===== src/rtl/meter_pkg.sv =====
`default_nettype none
// +--------------------------------------------------------------------+
// | meter_pkg : shared types and constants for period_meter            |
// | Rev 1.0                                                            |
// +--------------------------------------------------------------------+
package meter_pkg;

    localparam int CNT_W_DEFAULT = 24;

    typedef enum logic [1:0] {
        IDLE    = 2'd0,
        MEASURE = 2'd1,
        OVF     = 2'd2
    } state_e;

endpackage : meter_pkg
`default_nettype wire


===== src/rtl/sync_edge.sv =====
`default_nettype none
// +--------------------------------------------------------------------+
// | sync_edge : multi-flop synchronizer with armed rising-edge detect  |
// | Rev 1.0                                                            |
// +--------------------------------------------------------------------+
module sync_edge #(
    parameter int SYNC_STAGES = 2
) (
    input  logic clk_i,
    input  logic rst_n_i,
    input  logic d_i,
    output logic lvl_o,
    output logic rise_o
);

    logic [SYNC_STAGES-1:0] sync_q;
    logic [SYNC_STAGES-1:0] fill_q;
    logic                   prev_q;
    logic                   armed_q;

    // fill_q tracks which stages hold real samples; edges are only armed
    // once a genuine low has emerged, so a line already high at reset
    // release is not mistaken for a rise.
    always_ff @(posedge clk_i or negedge rst_n_i) begin
        if (!rst_n_i) begin
            sync_q  <= '0;
            fill_q  <= '0;
            prev_q  <= 1'b0;
            armed_q <= 1'b0;
        end else begin
            sync_q <= {sync_q[SYNC_STAGES-2:0], d_i};
            fill_q <= {fill_q[SYNC_STAGES-2:0], 1'b1};
            prev_q <= sync_q[SYNC_STAGES-1];
            if (fill_q[SYNC_STAGES-1] && !sync_q[SYNC_STAGES-1]) begin
                armed_q <= 1'b1;
            end
        end
    end

    assign lvl_o  = sync_q[SYNC_STAGES-1];
    assign rise_o = sync_q[SYNC_STAGES-1] & ~prev_q & armed_q;

endmodule : sync_edge
`default_nettype wire


===== src/rtl/period_meter.sv =====
`default_nettype none
// +--------------------------------------------------------------------+
// | period_meter : measures period and high time of an async signal    |
// | Rev 1.0                                                            |
// +--------------------------------------------------------------------+
module period_meter
    import meter_pkg::*;
#(
    parameter int CNT_W       = CNT_W_DEFAULT,
    parameter int SYNC_STAGES = 2
) (
    input  logic             clk_i,
    input  logic             rst_n_i,
    input  logic             en_i,
    input  logic             sig_i,
    output logic [CNT_W-1:0] period_o,
    output logic [CNT_W-1:0] high_o,
    output logic             valid_o,
    output logic             ovf_o
);

    localparam logic [CNT_W-1:0] CNT_MAX = '1;
    localparam logic [CNT_W-1:0] CNT_ONE = {{(CNT_W-1){1'b0}}, 1'b1};

    logic lvl_w;
    logic rise_w;

    state_e           state_q,  state_d;
    logic [CNT_W-1:0] cnt_q,    cnt_d;
    logic [CNT_W-1:0] hcnt_q,   hcnt_d;
    logic [CNT_W-1:0] period_q, period_d;
    logic [CNT_W-1:0] high_q,   high_d;
    logic             valid_q,  valid_d;
    logic             ovf_q,    ovf_d;

    sync_edge #(
        .SYNC_STAGES (SYNC_STAGES)
    ) u_sync_edge (
        .clk_i   (clk_i),
        .rst_n_i (rst_n_i),
        .d_i     (sig_i),
        .lvl_o   (lvl_w),
        .rise_o  (rise_w)
    );

    always_ff @(posedge clk_i or negedge rst_n_i) begin
        if (!rst_n_i) begin
            state_q  <= IDLE;
            cnt_q    <= '0;
            hcnt_q   <= '0;
            period_q <= '0;
            high_q   <= '0;
            valid_q  <= 1'b0;
            ovf_q    <= 1'b0;
        end else begin
            state_q  <= state_d;
            cnt_q    <= cnt_d;
            hcnt_q   <= hcnt_d;
            period_q <= period_d;
            high_q   <= high_d;
            valid_q  <= valid_d;
            ovf_q    <= ovf_d;
        end
    end

    always_comb begin
        state_d  = state_q;
        cnt_d    = cnt_q;
        hcnt_d   = hcnt_q;
        period_d = period_q;
        high_d   = high_q;
        valid_d  = 1'b0;
        ovf_d    = ovf_q;

        if (!en_i) begin
            state_d = IDLE;
            cnt_d   = '0;
            hcnt_d  = '0;
            ovf_d   = 1'b0;
        end else begin
            case (state_q)
                IDLE: begin
                    cnt_d  = '0;
                    hcnt_d = '0;
                    if (rise_w) begin
                        state_d = MEASURE;
                        cnt_d   = CNT_ONE;
                        hcnt_d  = CNT_ONE;
                    end
                end
                MEASURE: begin
                    // A rise on the saturating cycle still counts as a full
                    // measurement, so it is tested before the overflow check.
                    if (rise_w) begin
                        period_d = cnt_q;
                        high_d   = hcnt_q;
                        valid_d  = 1'b1;
                        ovf_d    = 1'b0;
                        cnt_d    = CNT_ONE;
                        hcnt_d   = CNT_ONE;
                    end else if (cnt_q == CNT_MAX) begin
                        state_d = OVF;
                        ovf_d   = 1'b1;
                    end else begin
                        cnt_d = cnt_q + CNT_ONE;
                        if (lvl_w) begin
                            hcnt_d = hcnt_q + CNT_ONE;
                        end
                    end
                end
                OVF: begin
                    if (rise_w) begin
                        state_d = MEASURE;
                        cnt_d   = CNT_ONE;
                        hcnt_d  = CNT_ONE;
                    end
                end
                default: begin
                    state_d = IDLE;
                end
            endcase
        end
    end

    assign period_o = period_q;
    assign high_o   = high_q;
    assign valid_o  = valid_q;
    assign ovf_o    = ovf_q;

endmodule : period_meter
`default_nettype wire


===== config.mk =====
export PLATFORM = sky130hd
export DESIGN_NAME = period_meter
export DESIGN_NICKNAME = d
export VERILOG_FILES = /design/src/rtl/meter_pkg.sv /design/src/rtl/sync_edge.sv /design/src/rtl/period_meter.sv
export SDC_FILE = /design/constraint.sdc
export NUM_CORES = 1
export LEC_CHECK = 0
export CAP_MARGIN = 0
export CORE_ASPECT_RATIO = 1.25
export CORE_MARGIN = 2
export CORE_UTILIZATION = 33
export CTS_BUF_LIST = sky130_fd_sc_hd__clkbuf_2 sky130_fd_sc_hd__clkbuf_4 sky130_fd_sc_hd__clkbuf_8
export CTS_CLUSTER_DIAMETER = 200
export DETAILED_ROUTE_END_ITERATION = 6
export GPL_ROUTABILITY_DRIVEN = 1
export PLACE_DENSITY = 0.57
export SLEW_MARGIN = 20
export SYNTH_ARGS = -nofsm -noshare
export SYNTH_HDL_FRONTEND = slang
export SYNTH_SLANG_ARGS = --single-unit

===== constraint.sdc =====
create_clock -name clk_i -period 4.35 [get_ports clk_i]
set_input_delay 0.6525 -clock clk_i [delete_from_list [all_inputs] [get_ports clk_i]]
set_output_delay 0.6525 -clock clk_i [all_outputs]
set_load 0.005 [all_outputs]

### After elaboration in Yosys (flattened, before gate mapping)

Index checks and enable logic that the tools add are counted.
W data, S select, Z words.

* add/sub/neg operators: 2
* eq/ne operators: 12
* muxes and demuxes: 23
* bitwise operators: 3
* reduce and logical (&&, ||, !) cells: 9

Operator list (number)
* $mux W24: 8
* $pmux W24 S3: 2
* $add A24 B1 Y24 const B: 2
* $eq A24 B24 Y1 const B: 1
* $ne A3 B3 Y1 const B: 3
* $reduce_and A3 Y1: 3
* $mux W1: 8
* $mux W2: 4
* $ne A4 B1 Y1 const B: 1
* $ne A4 B3 Y1 const B: 1
* $ne A4 B4 Y1 const B: 1
* $pmux W2 S2: 1
* $reduce_and A4 Y1: 1
* $ne A3 B1 Y1 const B: 1
* $ne A3 B2 Y1 const B: 1
* $and A1 B1 Y1: 2
* $eq A2 B1 Y1 const B: 1
* $eq A2 B2 Y1 const B: 1
* $logic_not A2 Y1: 1
* $ne A2 B1 Y1 const B: 1
* $reduce_and A2 Y1: 1
* $reduce_or A2 Y1: 1
* $logic_and A1 B1 Y1: 1
* $logic_not A1 Y1: 1
* $not A1 Y1: 1

* register bits: 106
* input bits: 4
* output and inout bits: 50
* logic and storage cells: 60

### Depth between registers and ports, before layout

Gate-level depths: netlist of run 1.

* depth in word-level cells: 6
* gate-level depth with buffers: 9

### Modules after synthesis

Synthesis of run 1 repeated with hierarchy kept, for this count alone.

* cell total of the unflattened synthesis: 462
* area, all modules: 4926.0 um^2

By module, submodules not included
* period_meter: instances 1, cells each 451, area an instance 4753.3 um^2, seq. area each 2502.4 um^2
* sync_edge: instances 1, cells each 11, area an instance 172.7 um^2, seq. area each 150.1 um^2

### Worst setup path before layout of run 1

OpenSTA, ideal clock, no wires.

* path kind: input -> register
* start: input port en_i
* end: register hcnt_q[9]
* data arrival time: 1.938 ns
* data required time: 4.270 ns
* slack: 2.332 ns
* cell stages on the path: 7
* cells stage by stage: buf_2 > and2_1 > and3_1 > clkbuf_1 > clkbuf_1 > o211ai_1 > o211ai_2

* longest elaborated chain between the ends: 2
* elaborated cells between the ends (all ways): 6
* those cells by class: eq/ne: 4; mux: 1; reduce/logical: 1

RTL lines
* start, declared: line period_meter.sv:14 `input logic en_i,`
* $ne A4 B3 Y1 (no source line) (tied with other cells)
* $reduce_and A4 Y1 (no source line)
* end signal, assigned: line period_meter.sv:58 `hcnt_q <= hcnt_d;`
* end, declared: line period_meter.sv:30 `logic [CNT_W-1:0] hcnt_q, hcnt_d;`

Several ways; a longest one is shown, not always the timed one.
A chain may end at the register's enable or synchronous reset.

### Worst setup path after layout of run 1

* start: register cnt_q[0]
* end: register hcnt_q[0]

* longest elaborated chain between the ends: 3

RTL lines
* start, declared: line period_meter.sv:29 `logic [CNT_W-1:0] cnt_q, cnt_d;`
* start signal, assigned: line period_meter.sv:57 `cnt_q <= cnt_d;`
* $eq A24 B24 Y1: line period_meter.sv:101 `end else if (cnt_q == CNT_MAX) begin`
* $ne A4 B4 Y1 (no source line)
* $reduce_and A4 Y1 (no source line)

No other way between the ends.

==> impl_metrics.ini, run 1 <==
[status]
status = completed

[final_layout]
final_common_cell = dfrtp_1
syn2layout_area_growth_pct = 19.3
drive_gt1_share_pct = 18.6
final_net_count = 517
n_antenna_cell = 0
final_cell_mix = dfrtp_1, clkdlybuf4s50_1, mux2_2
design_area_mm2 = 0.00610

[grt]
antenna_found_initial = 0
grt_overflow_total = 0
grt_pass1_vias = 3904
grt_usage_pct = 15.1
grt_max_degree = 82
grt_pass1_wl_um = 19700

[critical_path]
cp_top_family = simple AND/OR/NAND/NOR gates
path_class = flip-flop to flip-flop
end_kind = flip-flop
critPathBufInv = 1
required_ns = 4.62
slowest_stage = nor4_4
reg2reg_slack_ns = 1.69
worstRegToRegCells = 7
cp-start-kind = flip-flop
cpPeakStageDelay_ns = 0.63
crit_arrival_ns = 2.93
rr_endpoint = hcnt_q[0]$_DFFE_PN0P_
crit_chain = ha_1 > nand3_2 > nor4_4 > a21o_1 > a21oi_2 > buf_4 > mux2_1
worstPathMaxFanout = 23
timing.rr.start = cnt_q[0]$_DFFE_PN0P_

[sta]
fin_skew_ns = 0.00992
worstMarginPinSlew_ns = 1.09
rsz0062_at_grt = false
setup_ws_ns = 1.69
finalCriticalPeriod_ns = 2.66
finalHoldViolCount = 0
slew_violations = 0
fin_crit_sh_pct = 61.0
slew_headroom_pct = 27.0
finalSetupViolCount = 0
tns_ns = 0
max_freq_ghz = 0.377

[drt]
num_vias = 3827
routed_wl_um = 11500
viasPerCell = 5.32
wl_per_cell_um = 16.0
ant_nets = 0
detail_route.drc_violations = 0
dr.pass1.iters = 4
drt_iter0_markers = 213

[die]
die_area_mm2 = 0.0165
ios = 54
start_util_pct = 33.9
core-area_mm2 = 0.0151
die_h_um = 143
rows = 50
die_w_um = 115

[pwr]
pwr_density_cell_mw_per_mm2 = 305
p_sw_share_pct = 20.9
p_seq_share_pct = 53.6
total_power_mw = 1.86
clockPowerShare_pct = 42.8
irDropWorstVdd_uv = 130
p_int_mw = 1.47
pwr-share-comb_pct = 3.6
power.switching_uw = 389
power.leakage_nw = 2.66

[clock_network]
clkLatencyLatePin_ns = 0.39
postCtsResizedCells = 0
cts_tree = done
holdBufCountCts = 0
cts.clk_slew.worst_paths_ns = 0.09
cts_buffers = 9
cts-root-buf = clkbuf_8
h-tree-depth = 3
post-cts-setup-buffers = 0
cts_sinks = 106
cts_buffer_depth = 2

[synth]
synthAdderAreaFrac_pct = 1.47
syn_avg_cell_area_um2 = 11.1
ys_top_cells_by_area = dfrtp_1, mux2_2, a31oi_1
synthDistinctLibCells = 56
synth_compound_area_share_pct = 15.1
synth_xor_xnor_area_share_pct = 0
ys_seq_area_share_pct = 51.9
syn_nets = 470
ys_ff_latch = 106
synthMuxAreaShare_pct = 11.4
ys_async_sr_fraction_pct = 100
synth_top_family_by_area = simple AND/OR/NAND/NOR gates
yosysWarningCount = 0
yosysTopAreaCell = dfrtp_1
yosysTopAreaCellShare_pct = 51.9
synth-edff-count = 0
synth_ff_type = dfrtp_1
synthSimpleGateAreaFrac_pct = 17.1
syn_inst = 460
syn_area_mm2 = 0.00511

[hold_path]
hold_path.class = input port to async pin

[place]
gp_congestion = 0.835
portBuffers = 53
dpl.hpwl_um = 7830
place_area_mm2 = 0.00582
place_ws_ns = 1.39

[job]
maxCapViolCount = 0
kinds of logic after synthesis:
kind of cell,after synthesis
AO/OA/AOI/OAI,120
adder cells (fa/ha/maj),6
buffers and inverters,30
flip-flops,106
multiplexers,52
other,1
AND/OR/NAND/NOR,145
area by class of cell:
class | count | area, um^2
sequential | 106 | 2650
clock inverter | 5 | 125
clock buffer | 11 | 145
tap | 208 | 260
fill | 1448 | 8980
inverter | 8 | 30.0
multi-input combinational | 324 | 2320
timing repair buffer | 58 | 569
power groups by stage:
stage / sequential (mW) / combinational, mW / clock [mW]
final: 0.997 / 0.0669 / 0.797
after floorplan: 1.01 / 0.0361 / 0
after CTS: 0.997 / 0.0684 / 0.822
after global placement: 1.02 / 0.0669 / 0
after global routing: 0.998 / 0.0762 / 0.866
after detailed placement: 1.02 / 0.0683 / 0
state kept, by name, summed over array words and instances (netlist names):
| signal | count |
|---|---|
| cnt_q | 24 |
| hcnt_q | 24 |
| high_o | 24 |
| period_o | 24 |
| state_q | 2 |
| u_sync_edge.fill_q | 2 |
| u_sync_edge.sync_q | 2 |
| ovf_o | 1 |
| u_sync_edge.armed_q | 1 |
| u_sync_edge.prev_q | 1 |
| valid_o | 1 |
layer usage:
layer  vias to the layer above  GRT usage (%)  part of all wire [%]  routed length, um
li1                       1809              -                     -                  -
met1                      1900           18.2                    43               4900
met2                        99           25.8                    52               5960
met3                        19           2.55                   3.4                394
met4                         0           7.17                   2.2                250
met5                         -              0                     0                  0
cells in the mapped netlist, types with 3 or more instances:
library cell,n
dfrtp_1,106
mux2_2,48
a31oi_1,35
nand2_1,30
nor2_1,25
o21ai_0,22
a21oi_1,18
nand3_1,18
o21ai_1,16
nand4_1,15
and3_1,12
buf_2,8
inv_1,8
nand2b_1,8
clkbuf_1,7
ha_1,6
nor3_1,6
and2_1,5
a21o_1,4
a41oi_1,4
buf_4,4
nand4_2,4
o21a_1,4
mux2i_1,3
nor3_2,3
nor4_4,3
o31ai_1,3
worst max path at each step:
stage                                     from                 endpoint  slack, ns  depth (start not counted)
after floorplan                           en_i    hcnt_q[9]$_DFFE_PN0P_       2.33                          7
after global placement                    en_i  period_o[3]$_DFFE_PN0P_       1.47                          5
after detailed placement                  en_i  period_o[6]$_DFFE_PN0P_       1.39                          5
after CTS                 cnt_q[0]$_DFFE_PN0P_    hcnt_q[0]$_DFFE_PN0P_       1.68                          7
after global routing      cnt_q[0]$_DFFE_PN0P_    hcnt_q[0]$_DFFE_PN0P_       1.57                          7
final                     cnt_q[0]$_DFFE_PN0P_    hcnt_q[0]$_DFFE_PN0P_       1.69                          7
through the flow:
stage / hold slack [ns] / std cells / util [%]
2_1_floorplan: 0.331 / 460 / -
3_3_place_gp: 0.333 / 704 / 38.6
3_5_place_dp: 0.335 / 704 / 38.6
4_1_cts: 0.357 / 720 / 40.4
5_1_grt: 0.361 / 720 / 40.4
6_report: 0.302 / 720 / 40.4
Note: power is estimated with default switching activity, not from simulation.
==> inputs of run 2 (changes only) <==
--- a/config.mk
+++ b/config.mk
@@ -13,7 +13,7 @@
 export CTS_CLUSTER_DIAMETER = 200
 export DETAILED_ROUTE_END_ITERATION = 6
 export GPL_ROUTABILITY_DRIVEN = 1
-export PLACE_DENSITY = 0.57
+export PLACE_DENSITY = 0.59
 export SLEW_MARGIN = 20
 export SYNTH_ARGS = -nofsm -noshare
 export SYNTH_HDL_FRONTEND = slang
==> constraint.sdc (replaced) <==
create_clock -name clk_i -period 2.3 [get_ports clk_i]
set_input_delay 0.345 -clock clk_i [delete_from_list [all_inputs] [get_ports clk_i]]
set_output_delay 0.345 -clock clk_i [all_outputs]
set_load 0.005 [all_outputs]
==> impl_metrics.ini, run 2 (same netlist as run 1, synthesis figures left out) <==
[final_layout]
n_antenna_cell = 0
instances_no_fill = 742
final_net_count = 539
drive_gt1_share_pct = 22.5
final_common_cell = dfrtp_1
final_cell_mix = dfrtp_1, clkdlybuf4s50_1, mux2_2
syn2layout_area_growth_pct = 23.2

[critical_path]
critPathBufInv = 0
worstRegToRegCells = 6
crit_chain = ha_2 > nand4_1 > or4_4 > a2111oi_4 > a21oi_1 > a31oi_1
path_class = flip-flop to flip-flop
cp-start-kind = flip-flop
reg2reg_slack_ns = 0.16
end_kind = flip-flop
crit_arrival_ns = 2.45
cpPeakStageDelay_ns = 0.61
cp_top_family = simple AND/OR/NAND/NOR gates
worstPathMaxFanout = 5
slowest_stage = or4_4
required_ns = 2.61
crit_cells = 6

[pwr]
power.leakage_nw = 2.77
pwr_density_cell_mw_per_mm2 = 536
irDropWorstVdd_uv = 309

[die]
die_w_um = 115
rows = 50
ios = 54
die_area_mm2 = 0.0165
core-area_mm2 = 0.0151
start_util_pct = 33.9
die_h_um = 143

[sta]
finalCriticalPeriod_ns = 2.14
max_freq_ghz = 0.467
finalSetupViolCount = 0
slew_violations = 0
tns_ns = 0
worstMarginPinSlew_ns = 0.532
fin_crit_sh_pct = 93.0
fin_skew_ns = 0.0178
finalHoldViolCount = 0
setup_ws_ns = 0.161
rsz0062_at_grt = false
slew_headroom_pct = 64.2
whs_ns = 0.354

[drt]
viasPerCell = 5.26
ant_nets = 0
routed_wl_um = 11900
dr.pass1.iters = 6
detail_route.drc_violations = 0
drt_iter0_markers = 189
num_vias = 3900
wl_per_cell_um = 16.1

[clock_network]
cts-root-buf = clkbuf_8
cts_tree = done
cts_buffer_depth = 2
cts.clk_slew.worst_paths_ns = 0.10
cts_buffers = 9
clkLatencyLatePin_ns = 0.39
cts_sinks = 106
h-tree-depth = 3

[hold_path]
hold_depth = 0
hold_path.class = flip-flop to flip-flop

[place]
place_ws_ns = 0.0283
portBuffers = 53
gp_congestion = 0.817
dp.cells = 725
dpl.hpwl_um = 8290

[grt]
grt_pass1_wl_um = 20400
grt_pass1_vias = 4022
grt_usage_pct = 15.7
antenna_found_initial = 0
grt_max_degree = 38
grt_overflow_total = 0

[status]
status = completed

[job]
maxCapViolCount = 0
run 2: final timing paths:
kind | start | end
min in group asynchronous | rst_n_i | period_o[12]$_DFFE_PN0P_
worst min register to register | u_sync_edge.fill_q[0]$_DFF_PN0_ | u_sync_edge.fill_q[1]$_DFF_PN0_
worst max-delay path | hcnt_q[1]$_DFFE_PN0P_ | hcnt_q[18]$_DFFE_PN0P_
worst min-delay path | u_sync_edge.fill_q[0]$_DFF_PN0_ | u_sync_edge.fill_q[1]$_DFF_PN0_
worst max register to register | hcnt_q[1]$_DFFE_PN0P_ | hcnt_q[18]$_DFFE_PN0P_
max in group asynchronous | rst_n_i | hcnt_q[1]$_DFFE_PN0P_
run 2: per-layer routing:
metal,vias to the layer above,track usage [%],part of all wire [%]
met4,0,6.72,2.2
met1,1929,19.2,43
met5,-,0,0
met3,21,2.80,3.2
li1,1852,-,-
met2,98,26.7,52
run 2: layout make-up:
class	count	area, um^2
fill	1448	8770
multi-input combinational	324	2330
tap	208	260
clock inverter	4	73.8
sequential	106	2660
inverter	8	30.0
timing repair buffer	80	796
clock buffer	12	159
run 2: timing repair:
item | CTS | global route
hold buffers | 1 | 0
setup buffers | 0 | 0
setup endpoints to repair | 0 | 6
gates resized for setup | 0 | 5
hold endpoints to repair | 35 | 0
run 2: metrics by stage:
step	power (mW)	util (%)	area (um^2)
after CTS	3.42	41.7	6290
after global routing	3.52	41.8	6300
after floorplan	1.99	-	5110
final	3.38	41.8	6300
after global placement	2.07	40.1	6040
after detailed placement	2.08	40.1	6040
run 2: power by group:
part / internal [mW] / leakage, nW / total, mW / switching [mW]
logic: 0.0585 / 1.19 / 0.160 / 0.101
clock network: 0.686 / 0.120 / 1.34 / 0.649
registers: 1.87 / 1.46 / 1.88 / 0.00749
total: 2.62 / 2.77 / 3.38 / 0.758
